`src/rtl/mcse_ipid_pkg.sv`:
```
// Shared types and constants for the IP ID frame sequencer.
package mcse_ipid_pkg;

   // Default geometry of one IP ID: 16 words of 16 bits.
   localparam int unsigned DEF_WORD_W       = 16;
   localparam int unsigned DEF_WORDS_PER_ID = 16;
   localparam int unsigned IPID_W           = DEF_WORD_W * DEF_WORDS_PER_ID;

   // Frame delimiters used by the host on the GPIO word bus.
   localparam logic [DEF_WORD_W-1:0] HDR_WORD_DEF = 16'h7A7A;
   localparam logic [DEF_WORD_W-1:0] TRL_WORD_DEF = 16'hB9B9;

   typedef enum logic [2:0] {
      ST_IDLE     = 3'd0,
      ST_WAIT_HDR = 3'd1,
      ST_DATA     = 3'd2,
      ST_TRAIL    = 3'd3,
      ST_RELEASE  = 3'd4,
      ST_DONE     = 3'd5,
      ST_ERR      = 3'd6
   } state_e;

   typedef enum logic [1:0] {
      ERR_NONE    = 2'b00,
      ERR_TIMEOUT = 2'b01,
      ERR_FRAME   = 2'b10,
      ERR_DROP    = 2'b11
   } err_code_e;

   // A collection run is in progress in every state that talks to the host.
   function automatic logic is_busy(input state_e s);
      return (s == ST_WAIT_HDR) || (s == ST_DATA) || (s == ST_TRAIL) || (s == ST_RELEASE);
   endfunction

   // The trigger stays up from the header wait until the trailer is accepted.
   function automatic logic is_trig(input state_e s);
      return (s == ST_WAIT_HDR) || (s == ST_DATA) || (s == ST_TRAIL);
   endfunction

endpackage

```
`src/rtl/ipid_word_assembler.sv`:
```
// Shifts host words MSB-first into one ID and counts words so the
// sequencer knows when the final word of an ID is being taken.
module ipid_word_assembler #(
   parameter int unsigned WORD_W       = 16,
   parameter int unsigned WORDS_PER_ID = 16,
   localparam int unsigned ID_W  = WORD_W * WORDS_PER_ID,
   localparam int unsigned CNT_W = (WORDS_PER_ID > 1) ? $clog2(WORDS_PER_ID) : 1
) (
   input  logic              clk,
   input  logic              rst,
   input  logic              clr_i,
   input  logic              load_i,
   input  logic [WORD_W-1:0] word_i,
   output logic [ID_W-1:0]   data_o,
   output logic              last_o
);

   localparam logic [CNT_W-1:0] LAST_CNT = CNT_W'(WORDS_PER_ID - 1);

   logic [ID_W-1:0]  data_q, data_d;
   logic [CNT_W-1:0] cnt_q,  cnt_d;

   assign data_o = data_q;
   assign last_o = (cnt_q == LAST_CNT);

   // Next-state for the shift register and word counter.
   always_comb begin
      // NOTE: every _d gets a default first so no path can leave it unassigned and infer a latch.
      data_d = data_q;
      cnt_d  = cnt_q;
      if (clr_i) begin
         // Only the counter restarts; the last ID stays readable until new words arrive.
         cnt_d = '0;
      end else if (load_i) begin
         data_d = {data_q[ID_W-WORD_W-1:0], word_i};
         cnt_d  = last_o ? '0 : cnt_q + 1'b1;
      end
   end

   // Register the assembled ID and the word count.
   always_ff @(posedge clk or posedge rst) begin
      // NOTE: this is a plain register, not a RAM, so it is reset to give a defined id_data_o of 0.
      if (rst) begin
         data_q <= '0;
         cnt_q  <= '0;
      end else begin
         // NOTE: non-blocking assignments only in clocked blocks so all flops update from pre-edge values.
         data_q <= data_d;
         cnt_q  <= cnt_d;
      end
   end

endmodule

```
`src/rtl/ipid_frame_sequencer.sv`:
```
// Secure-boot side collector of the IP IDs. For each index it raises the
// trigger, receives a header/data/trailer burst from the host, and writes
// the assembled ID to the IP ID register file. Frame errors and host
// silence end the run in a sticky error state instead of hanging.
module ipid_frame_sequencer
   import mcse_ipid_pkg::*;
#(
   parameter int unsigned       NUM_IPS        = 16,
   parameter int unsigned       WORD_W         = DEF_WORD_W,
   parameter int unsigned       WORDS_PER_ID   = DEF_WORDS_PER_ID,
   parameter logic [WORD_W-1:0] HDR_WORD       = WORD_W'(HDR_WORD_DEF),
   parameter logic [WORD_W-1:0] TRL_WORD       = WORD_W'(TRL_WORD_DEF),
   parameter int unsigned       TIMEOUT_CYCLES = 1024,
   localparam int unsigned IDX_W = (NUM_IPS > 1) ? $clog2(NUM_IPS) : 1,
   localparam int unsigned ID_W  = WORD_W * WORDS_PER_ID
) (
   input  logic              clk,
   input  logic              rst,
   input  logic              start_i,
   input  logic [WORD_W-1:0] gpio_data_i,
   input  logic              gpio_valid_i,
   output logic              trig_o,
   output logic [IDX_W-1:0]  addr_o,
   output logic              id_we_o,
   output logic [IDX_W-1:0]  id_idx_o,
   output logic [ID_W-1:0]   id_data_o,
   output logic              busy_o,
   output logic              done_o,
   output logic              error_o,
   output logic [1:0]        err_code_o
);

   localparam int unsigned      TO_W     = (TIMEOUT_CYCLES > 1) ? $clog2(TIMEOUT_CYCLES) : 1;
   localparam logic [TO_W-1:0]  TMO_LAST = TO_W'(TIMEOUT_CYCLES - 1);
   localparam logic [IDX_W-1:0] LAST_IDX = IDX_W'(NUM_IPS - 1);

   // FSM state and bookkeeping.
   state_e           state_q,    state_d;
   logic [IDX_W-1:0] index_q,    index_d;
   logic [TO_W-1:0]  tmo_q,      tmo_d;
   logic             rel_low_q,  rel_low_d;
   err_code_e        err_code_q, err_code_d;

   // Registered outputs.
   logic             trig_q,   trig_d;
   logic             id_we_q,  id_we_d;
   logic [IDX_W-1:0] id_idx_q, id_idx_d;
   logic             busy_q,   busy_d;
   logic             done_q,   done_d;
   logic             error_q,  error_d;

   // Assembler controls.
   logic asm_clr;
   logic asm_load;
   logic asm_last;

   ipid_word_assembler #(
      .WORD_W       (WORD_W),
      .WORDS_PER_ID (WORDS_PER_ID)
   ) u_asm (
      .clk    (clk),
      .rst    (rst),
      .clr_i  (asm_clr),
      .load_i (asm_load),
      .word_i (gpio_data_i),
      .data_o (id_data_o),
      .last_o (asm_last)
   );

   // Frame-protocol decisions: next state, counters and output values.
   always_comb begin
      state_d    = state_q;
      index_d    = index_q;
      tmo_d      = tmo_q;
      rel_low_d  = rel_low_q;
      err_code_d = err_code_q;
      id_we_d    = 1'b0;
      id_idx_d   = id_idx_q;
      asm_clr    = 1'b0;
      asm_load   = 1'b0;

      case (state_q)
         ST_IDLE, ST_DONE, ST_ERR: begin
            if (start_i) begin
               state_d    = ST_WAIT_HDR;
               index_d    = '0;
               tmo_d      = '0;
               err_code_d = ERR_NONE;
               asm_clr    = 1'b1;
            end
         end

         ST_WAIT_HDR: begin
            tmo_d = tmo_q + 1'b1;
            if (gpio_valid_i) begin
               if (gpio_data_i == HDR_WORD) begin
                  state_d = ST_DATA;
               end else begin
                  state_d    = ST_ERR;
                  err_code_d = ERR_FRAME;
               end
            end else if (tmo_q == TMO_LAST) begin
               state_d    = ST_ERR;
               err_code_d = ERR_TIMEOUT;
            end
         end

         ST_DATA: begin
            if (gpio_valid_i) begin
               asm_load = 1'b1;
               if (asm_last) begin
                  state_d = ST_TRAIL;
               end
            end else begin
               state_d    = ST_ERR;
               err_code_d = ERR_DROP;
            end
         end

         ST_TRAIL: begin
            if (!gpio_valid_i) begin
               state_d    = ST_ERR;
               err_code_d = ERR_DROP;
            end else if (gpio_data_i == TRL_WORD) begin
               id_we_d   = 1'b1;
               id_idx_d  = index_q;
               rel_low_d = 1'b0;
               state_d   = ST_RELEASE;
            end else begin
               state_d    = ST_ERR;
               err_code_d = ERR_FRAME;
            end
         end

         ST_RELEASE: begin
            // First wait for the host to drop valid, then spend one idle cycle.
            if (rel_low_q) begin
               if (index_q == LAST_IDX) begin
                  state_d = ST_DONE;
               end else begin
                  index_d = index_q + 1'b1;
                  tmo_d   = '0;
                  state_d = ST_WAIT_HDR;
               end
            end else if (!gpio_valid_i) begin
               rel_low_d = 1'b1;
            end
         end

         default: begin
            state_d = ST_IDLE;
         end
      endcase

      // Level outputs follow the state being entered so they are registered.
      trig_d  = is_trig(state_d);
      busy_d  = is_busy(state_d);
      done_d  = (state_d == ST_DONE);
      error_d = (state_d == ST_ERR);
   end

   // Single state register for the FSM, its counters and its outputs.
   always_ff @(posedge clk or posedge rst) begin
      if (rst) begin
         state_q    <= ST_IDLE;
         index_q    <= '0;
         tmo_q      <= '0;
         rel_low_q  <= 1'b0;
         err_code_q <= ERR_NONE;
         trig_q     <= 1'b0;
         id_we_q    <= 1'b0;
         id_idx_q   <= '0;
         busy_q     <= 1'b0;
         done_q     <= 1'b0;
         error_q    <= 1'b0;
      end else begin
         state_q    <= state_d;
         index_q    <= index_d;
         tmo_q      <= tmo_d;
         rel_low_q  <= rel_low_d;
         err_code_q <= err_code_d;
         trig_q     <= trig_d;
         id_we_q    <= id_we_d;
         id_idx_q   <= id_idx_d;
         busy_q     <= busy_d;
         done_q     <= done_d;
         error_q    <= error_d;
      end
   end

   assign trig_o     = trig_q;
   assign addr_o     = index_q;
   assign id_we_o    = id_we_q;
   assign id_idx_o   = id_idx_q;
   assign busy_o     = busy_q;
   assign done_o     = done_q;
   assign error_o    = error_q;
   assign err_code_o = err_code_q;

endmodule

```
`config.mk`:
```
export PLATFORM = sky130hd
export DESIGN_NAME = ipid_frame_sequencer
export DESIGN_NICKNAME = d
export VERILOG_FILES = /design/src/rtl/mcse_ipid_pkg.sv /design/src/rtl/ipid_word_assembler.sv /design/src/rtl/ipid_frame_sequencer.sv
export SDC_FILE = /design/constraint.sdc
export NUM_CORES = 1
export LEC_CHECK = 0
export BUFFER_PORTS_ARGS = -buffer_cell sky130_fd_sc_hd__buf_2
export CORE_AREA = 2 2 242 125
export DETAILED_ROUTE_END_ITERATION = 7
export DIE_AREA = 0 0 244 127
export SLEW_MARGIN = 20
export SYNTH_ARGS = -nofsm -noshare
export SYNTH_HDL_FRONTEND = slang
export SYNTH_SLANG_ARGS = --single-unit
```
`constraint.sdc`:
```
create_clock -name clk -period 7.8 [get_ports clk]
set_input_delay 0.39 -clock clk [delete_from_list [all_inputs] [get_ports clk]]
set_output_delay 0.39 -clock clk [all_outputs]
set_load 0.02 [all_outputs]
```
==> out/results.txt, run 1 <==
Status - finished, final reports clean
Global Route met2 Usage - 34.6%
Hold EP - u_asm.data_o[11]$_DFFE_PP0P_
Ys async rst share - 100%
Clock Latency Late Sink - 0.54 ns
R2R cell count - 5
Top post-synthesis cells by area - dfrtp_1, nand2_1, buf_2, clkbuf_1, xor2_1
Tot GR Track Use - 19.8%
First-pass GRT wire length - 48.9 mm
Starting Density - 39.5%
Vias - 9186
Hold depth - 3
Core area - 0.0287 sq mm
Final hold slack - 0.0664 ns
Vias/cell - 4.73
Sequential area share after synthesis - 63.8%
Final Skew - 0.0122 ns
First drt pass iteration count - 5
Max Slew Vio Count - 0
#FFs+latches synth - 289
Seq pwr share - 41.4%
Wirelength, routed - 31.2 mm
Synth Net Count - 1289
Clock sinks - 289
CTS tree - done
Power per cell area - 411 mW/mm^2
CTS root buf - clkbuf_16
Worst-path clk slew - 0.07 ns
Switching Fraction - 42.2%
Post-synth top area share - 63.8%
Met1 Resource Use GR - 24.6%
DIE HEIGHT - 127 um
Actual slew at the worst max-slew pin - 1.03 ns
CP Class - flip-flop to flip-flop
R2r endpoint - u_asm.data_o[245]$_DFFE_PP0P_
Remaining antenna violation count - 0
CTS buffer count - 27
Fin crit share - 38.0%
Final GP Congestion - 0.826
Share of layout cells above drive strength 1 - 23.0%
CP startpoint kind - flip-flop
Int Power - 3320 uW
Most crowded layer after global routing - met2
Mean Syn Cell Area - 8.96 sq um
Number of global-route vias before repair - 8801
Antenna Cells - 0
Post-synth EDFFs - 0
Fin crit period - 2.96 ns
Setup Buffers After CTS - 0
DRT iter0 DRCs - 694
H-tree depth - 1
Syn Inst Count - 1266
RSZ-0062 raised after global routing - no
Critical Path AT - 3.43 ns
Area Overhead vs Synth - 23.4%
CP Max Fanout - 98
Setup violators final - 0
TNS Setup - 0 ns
Req. time, crit path - 8.27 ns
Flop-to-flop setup slack - 4.84 ns
Setup crit end kind - flip-flop
Post-synth cell types - 51
Yosys top cell by area - dfrtp_1
Clock Tree Buf Depth - 3
Most common cell in the netlist - nand2_1
FF-to-FF Start - state_q[0]$_DFF_PP0_
LEAKAGE - 0.00838 uW
Relative slew margins - 31.5%
Comb pwr share - 35.1%
HP Class - input pin to flip-flop
I/O Pins - 291
Post-cts gate resize count - 0
Synthesized cell area - 0.0113 sq mm
Hold_buf cts - 1
Met3 Resource Use GR - 3.80%
Largest net degree at the start of global routing - 103
Total power - 5750 uW
Layout net count - 1556
NetSw - 2430 uW
DRC viols - 0
Commonest cells in the netlist - nand2_1, dfrtp_1, buf_2, clkbuf_1, nor2_1
Hold Crit Start - gpio_data_i[11]
Die footprint - 0.0310 sq mm
Clock share of power - 23.5%
Max Cap Violations - 0
Row count - 44
Worst vdd ir - 0.239 mV
Synth warn - 0
Top_reg_cell synth - dfrtp_1
Hold Vio Cnt, Final - 0
Gr ovfl total - 0
Port Buffers - 290
WL per Instance - 16.1 um
Initial antenna violation count - 0
DP Wirelength - 21.4 mm
Max Clock Freq - 337 MHz
Horiz. Die Dim - 244 um
## worst max-delay path, cell delays in order, from the launching register on
cell and delay (ns):
dfrtp_1 0.62, nand2b_1 0.31, or2_4 0.72, buf_4 0.88
nand2_1 0.15, nand2_1 0.11
## worst max path at each step
stage                         startpoint                             to  depth (start not counted)
floorplan                            rst          addr_o[0]$_DFFE_PP0P_                          1
global placement    state_q[2]$_DFF_PP0_  u_asm.data_o[220]$_DFFE_PP0P_                          5
detailed placement  state_q[0]$_DFF_PP0_  u_asm.data_o[245]$_DFFE_PP0P_                          5
CTS                 state_q[0]$_DFF_PP0_  u_asm.data_o[233]$_DFFE_PP0P_                          5
finish              state_q[0]$_DFF_PP0_  u_asm.data_o[245]$_DFFE_PP0P_                          5
global route        state_q[2]$_DFF_PP0_  u_asm.data_o[211]$_DFFE_PP0P_                          5
## cell type report
type                       instances  area [sq um]
clock buffer                      39           811
clock inverter                     7          88.8
fill                            2803         14700
inverter                           7          30.0
multi-input combinational        909          3810
sequential                       289          7230
tap                              391           489
timing repair buffer             299          1530
## per-layer routing
metal  share of wire, %  vias up
li1                   -     4438
met5                  0        -
met4                4.0        0
met2                 51      197
met3                4.2       69
met1                 41     4482
## kinds of logic (layout without fill, tap and decap cells)
family / count (synthesis) / in the layout / synth area share (%)
buf+inv: 68 / 352 / 2.69
flops: 289 / 289 / 63.8
mux: 7 / 7 / 0.684
xor+xnor: 10 / 10 / 0.773
compound gates: 35 / 35 / 2.20
fa+ha+maj: 3 / 3 / 0.331
simple gates: 854 / 854 / 29.5
## power groups by stage
stage | clock [uW] | sequential, uW | combinational, uW
floorplan | 0 | 2840 | 791
global placement | 0 | 2390 | 2010
detailed placement | 0 | 2410 | 2040
CTS | 1380 | 2380 | 2050
global route | 1440 | 2450 | 2200
finish | 1350 | 2380 | 2020
## placed cells by master, fill, tap and decap left out, types with 6 or more instances in the layout
| master | n |
|---|---|
| clkbuf_8 | 9 |
| mux2_1 | 6 |
| nand3_1 | 9 |
| o21ai_0 | 12 |
| nand2_1 | 790 |
| a21oi_1 | 8 |
| buf_2 | 290 |
| dfrtp_1 | 289 |
| clkbuf_16 | 27 |
| xor2_1 | 9 |
| nand4_1 | 7 |
| nor2_1 | 16 |
## sequential cells by signal, summed over array words and instances (netlist names), 2 cells and up
register and count:
addr_o 4, err_code_o 2, id_idx_o 4, state_q 3
tmo_q 10, u_asm.cnt_q 4, u_asm.data_o 256
## per-stage QoR
step                setup slack, ns  cell area, sq um  util, %  std cells
finish                         4.84             14000     48.8       1941
global route                   4.58             14000     48.8       1941
CTS                            4.90             14000     48.7       1941
detailed placement             4.92             13100     45.6       1894
global placement               4.98             13100     45.6       1894
floorplan                      3.58             11300        -       1266
No activity file was read; power rests on OpenSTA's default activity.
==> run 2, diff against run 1 <==
- clock period: 7.8 -> 2.41 ns (I/O delays scaled with it)
==> run 2 against run 1 <==
  * Power grew to 3.3 times the previous value
  * Cell count rose by 1.3%
  * Non-clock buffer count grew 23
  * First-iteration DRC count up 9.1%
  * Largest cell class unchanged
  * Setup slack got worse by 4.6 ns
  * Critical path depth rose by 2
  * Die area stayed put
  * Via count up 0.65%
  * Clock skew is essentially flat
  * Sequential power rose to 3.2 times the previous value
  * Final area increased by 2.7%
  * Flip-flop and latch count stayed put
==> out/results.txt, run 2 (synthesis gave the netlist of run 1 again) <==
Row count - 44 (unchanged)
WL per Instance - 15.9 um (-0.65%)
Fin crit period - 2.13 ns (-0.832 ns)
CP Max Fanout - 5 (-95%)
First drt pass iteration count - 5 (unchanged)
Setup Buffers After CTS - 0 (unchanged)
Setup crit end kind - flip-flop
Vias/cell - 4.70 (-0.68%)
Status - finished, final reports clean
Max Cap Violations - 0 (unchanged)
Relative slew margins - 60.2% (+29 points)
CTS root buf - clkbuf_16
Placed cell count - 1901 (+0.37%)
Gr ovfl total - 0 (unchanged)
FF+latch area - 0.00723 sq mm (unchanged)
CP peak stage delay - 0.41 ns (-0.47 ns)
Vias - 9246 (+0.65%)
Actual slew at the worst max-slew pin - 0.597 ns (-0.431 ns)
RSZ-0062 raised after global routing - no
Hold_buf cts - 17 (+16)
Critical Path AT - 2.54 ns (-0.89 ns)
Final instance count without filler cells - 1967 (+1.3%)
Antenna Cells - 0 (unchanged)
Clock Tree Buf Depth - 3 (unchanged)
Leading cell type in the layout, fill and taps excluded - nand2_1
Worst-path clk slew - 0.06 ns (about the same)
CP Class - flip-flop to flip-flop
DIE HEIGHT - 127 um (unchanged)
Clock share of power - 24.1% (+0.6 points)
Share of layout cells above drive strength 1 - 23.0% (+0.065 points)
H-tree depth - 1 (unchanged)
Worst vdd ir - 0.611 mV (+160%)
Max Clock Freq - 469 MHz (+39%)
First-pass GRT wire length - 49.4 mm (+1.1%)
Power per cell area - 1320 mW/mm^2 (+220%)
Wirelength, routed - 31.4 mm (+0.68%)
Clock Latency Late Sink - 0.54 ns (about the same)
Setup violators final - 0 (unchanged)
Final GP Congestion - 0.856 (+3.6%)
Remaining antenna violation count - 0 (unchanged)
Tot GR Track Use - 20.0% (+0.19 points)
Switching Fraction - 41.5% (-0.67 points)
Area of the multi-input gates - 0.00381 sq mm (unchanged)
Fin crit share - 88.4% (+50 points)
Util after Layout - 50.1% (+1.3 points)
Post-cts gate resize count - 0 (unchanged)
Starting Density - 39.5% (unchanged)
DP Wirelength - 21.6 mm (+1.1%)
Layout net count - 1580 (+1.5%)
CTS tree - done
Number of global-route vias before repair - 9026 (+2.6%)
Area Overhead vs Synth - 26.7%
Horiz. Die Dim - 244 um (unchanged)
Max Slew Vio Count - 0 (unchanged)
Comb pwr share - 35.4% (+0.3 points)
DRT iter0 DRCs - 757 (+9.1%)
Hold Vio Cnt, Final - 0 (unchanged)
NetSw - 7890 uW (+230%)
LEAKAGE - 0.00854 uW (+1.9%)
Slowest CP cell - dfrtp_1
Final Skew - 0.0117 ns (-0.000491 ns)
Initial antenna violation count - 0 (unchanged)
Critical path cell sequence - ha_1 -> and3_4 -> and4_4 -> a2bb2oi_2 -> nor2_1 -> a2111oi_4 -> mux2_1
TNS Setup - 0 ns (unchanged)
Int Power - 11100 uW (+230%)
Largest register FFs - 256 (unchanged)
CTS buffer count - 28 (+3.7%)
DRC viols - 0 (unchanged)
Req. time, crit path - 2.82 ns (-5.45 ns)
Seq pwr share - 40.6% (-0.8 points)
I/O Pins - 291 (unchanged)
Total power - 19000 uW (+230%)
Port Buffers - 290 (unchanged)
CP startpoint kind - flip-flop
Core area - 0.0287 sq mm (unchanged)
FILL cells - 2732 (-2.5%)
Clock sinks - 289 (unchanged)
Die footprint - 0.0310 sq mm (unchanged)
Most frequent cells in the layout - nand2_1, buf_2, dfrtp_1, clkbuf_16, dlygate4sd3_1
Largest net degree at the start of global routing - 126 (+22%)
HP Class - input pin to flip-flop
## run 2: cell type report
cell class                 instances  area share, %
sequential                       289           50.3
multi-input combinational        909           26.5
timing repair buffer             322           12.9
clock buffer                      42           5.88
tap                              391           3.41
clock inverter                     7          0.793
inverter                           7          0.209
## run 2: power by group through the flow
stage | Sequential [uW] | Combinational [uW] | Clock, uW
6_report | 7710 | 6720 | 4570
3_3_place_gp | 7720 | 6700 | 0
5_1_grt | 7940 | 7350 | 4890
4_1_cts | 7730 | 6820 | 4700
2_1_floorplan | 9200 | 2560 | 0
3_5_place_dp | 7800 | 6770 | 0
## run 2: through the flow
step | hold slack (ns) | setup WS (ns) | instance area (sq um)
after detailed placement | 0.155 | 0.290 | 13200
after global placement | 0.152 | 0.349 | 13200
after floorplan | 0.226 | -1.54 | 11300
after global routing | 0.118 | 0.181 | 14400
final | 0.0865 | 0.279 | 14400
after CTS | 0.0635 | 0.266 | 14400
## run 2: per-layer routing
layer	global-route usage, %	share of wire [%]	vias up
met5	0	0	-
met4	7.28	3.7	0
met3	4.01	4.5	67
met2	35.3	51	221
met1	24.5	41	4470
li1	-	-	4488
## run 2: worst paths after layout
kind                                               start  depth (start not counted)  slack, ns                             to
setup / recovery                    tmo_q[0]$_DFFE_PP0P_                          7       0.28      err_code_o[0]$_DFFE_PP0P_
hold / removal                              gpio_valid_i                          4       0.09      err_code_o[1]$_DFFE_PP0P_
setup reg to reg                    tmo_q[0]$_DFFE_PP0P_                          7       0.28      err_code_o[0]$_DFFE_PP0P_
hold reg to reg            u_asm.data_o[246]$_DFFE_PP0P_                          2       0.48  u_asm.data_o[246]$_DFFE_PP0P_
max in group asynchronous                            rst                          4       1.45  u_asm.data_o[189]$_DFFE_PP0P_
min in group asynchronous                            rst                          3       0.14   u_asm.data_o[73]$_DFFE_PP0P_
## run 2: critical path: cells and delay by family, from the launching register on
kind	cells	cell delay (ns)
mux	1	0.36
compound gates	2	0.48
simple gates	3	0.55
fa+ha+maj	1	0.20
flops	1	0.41
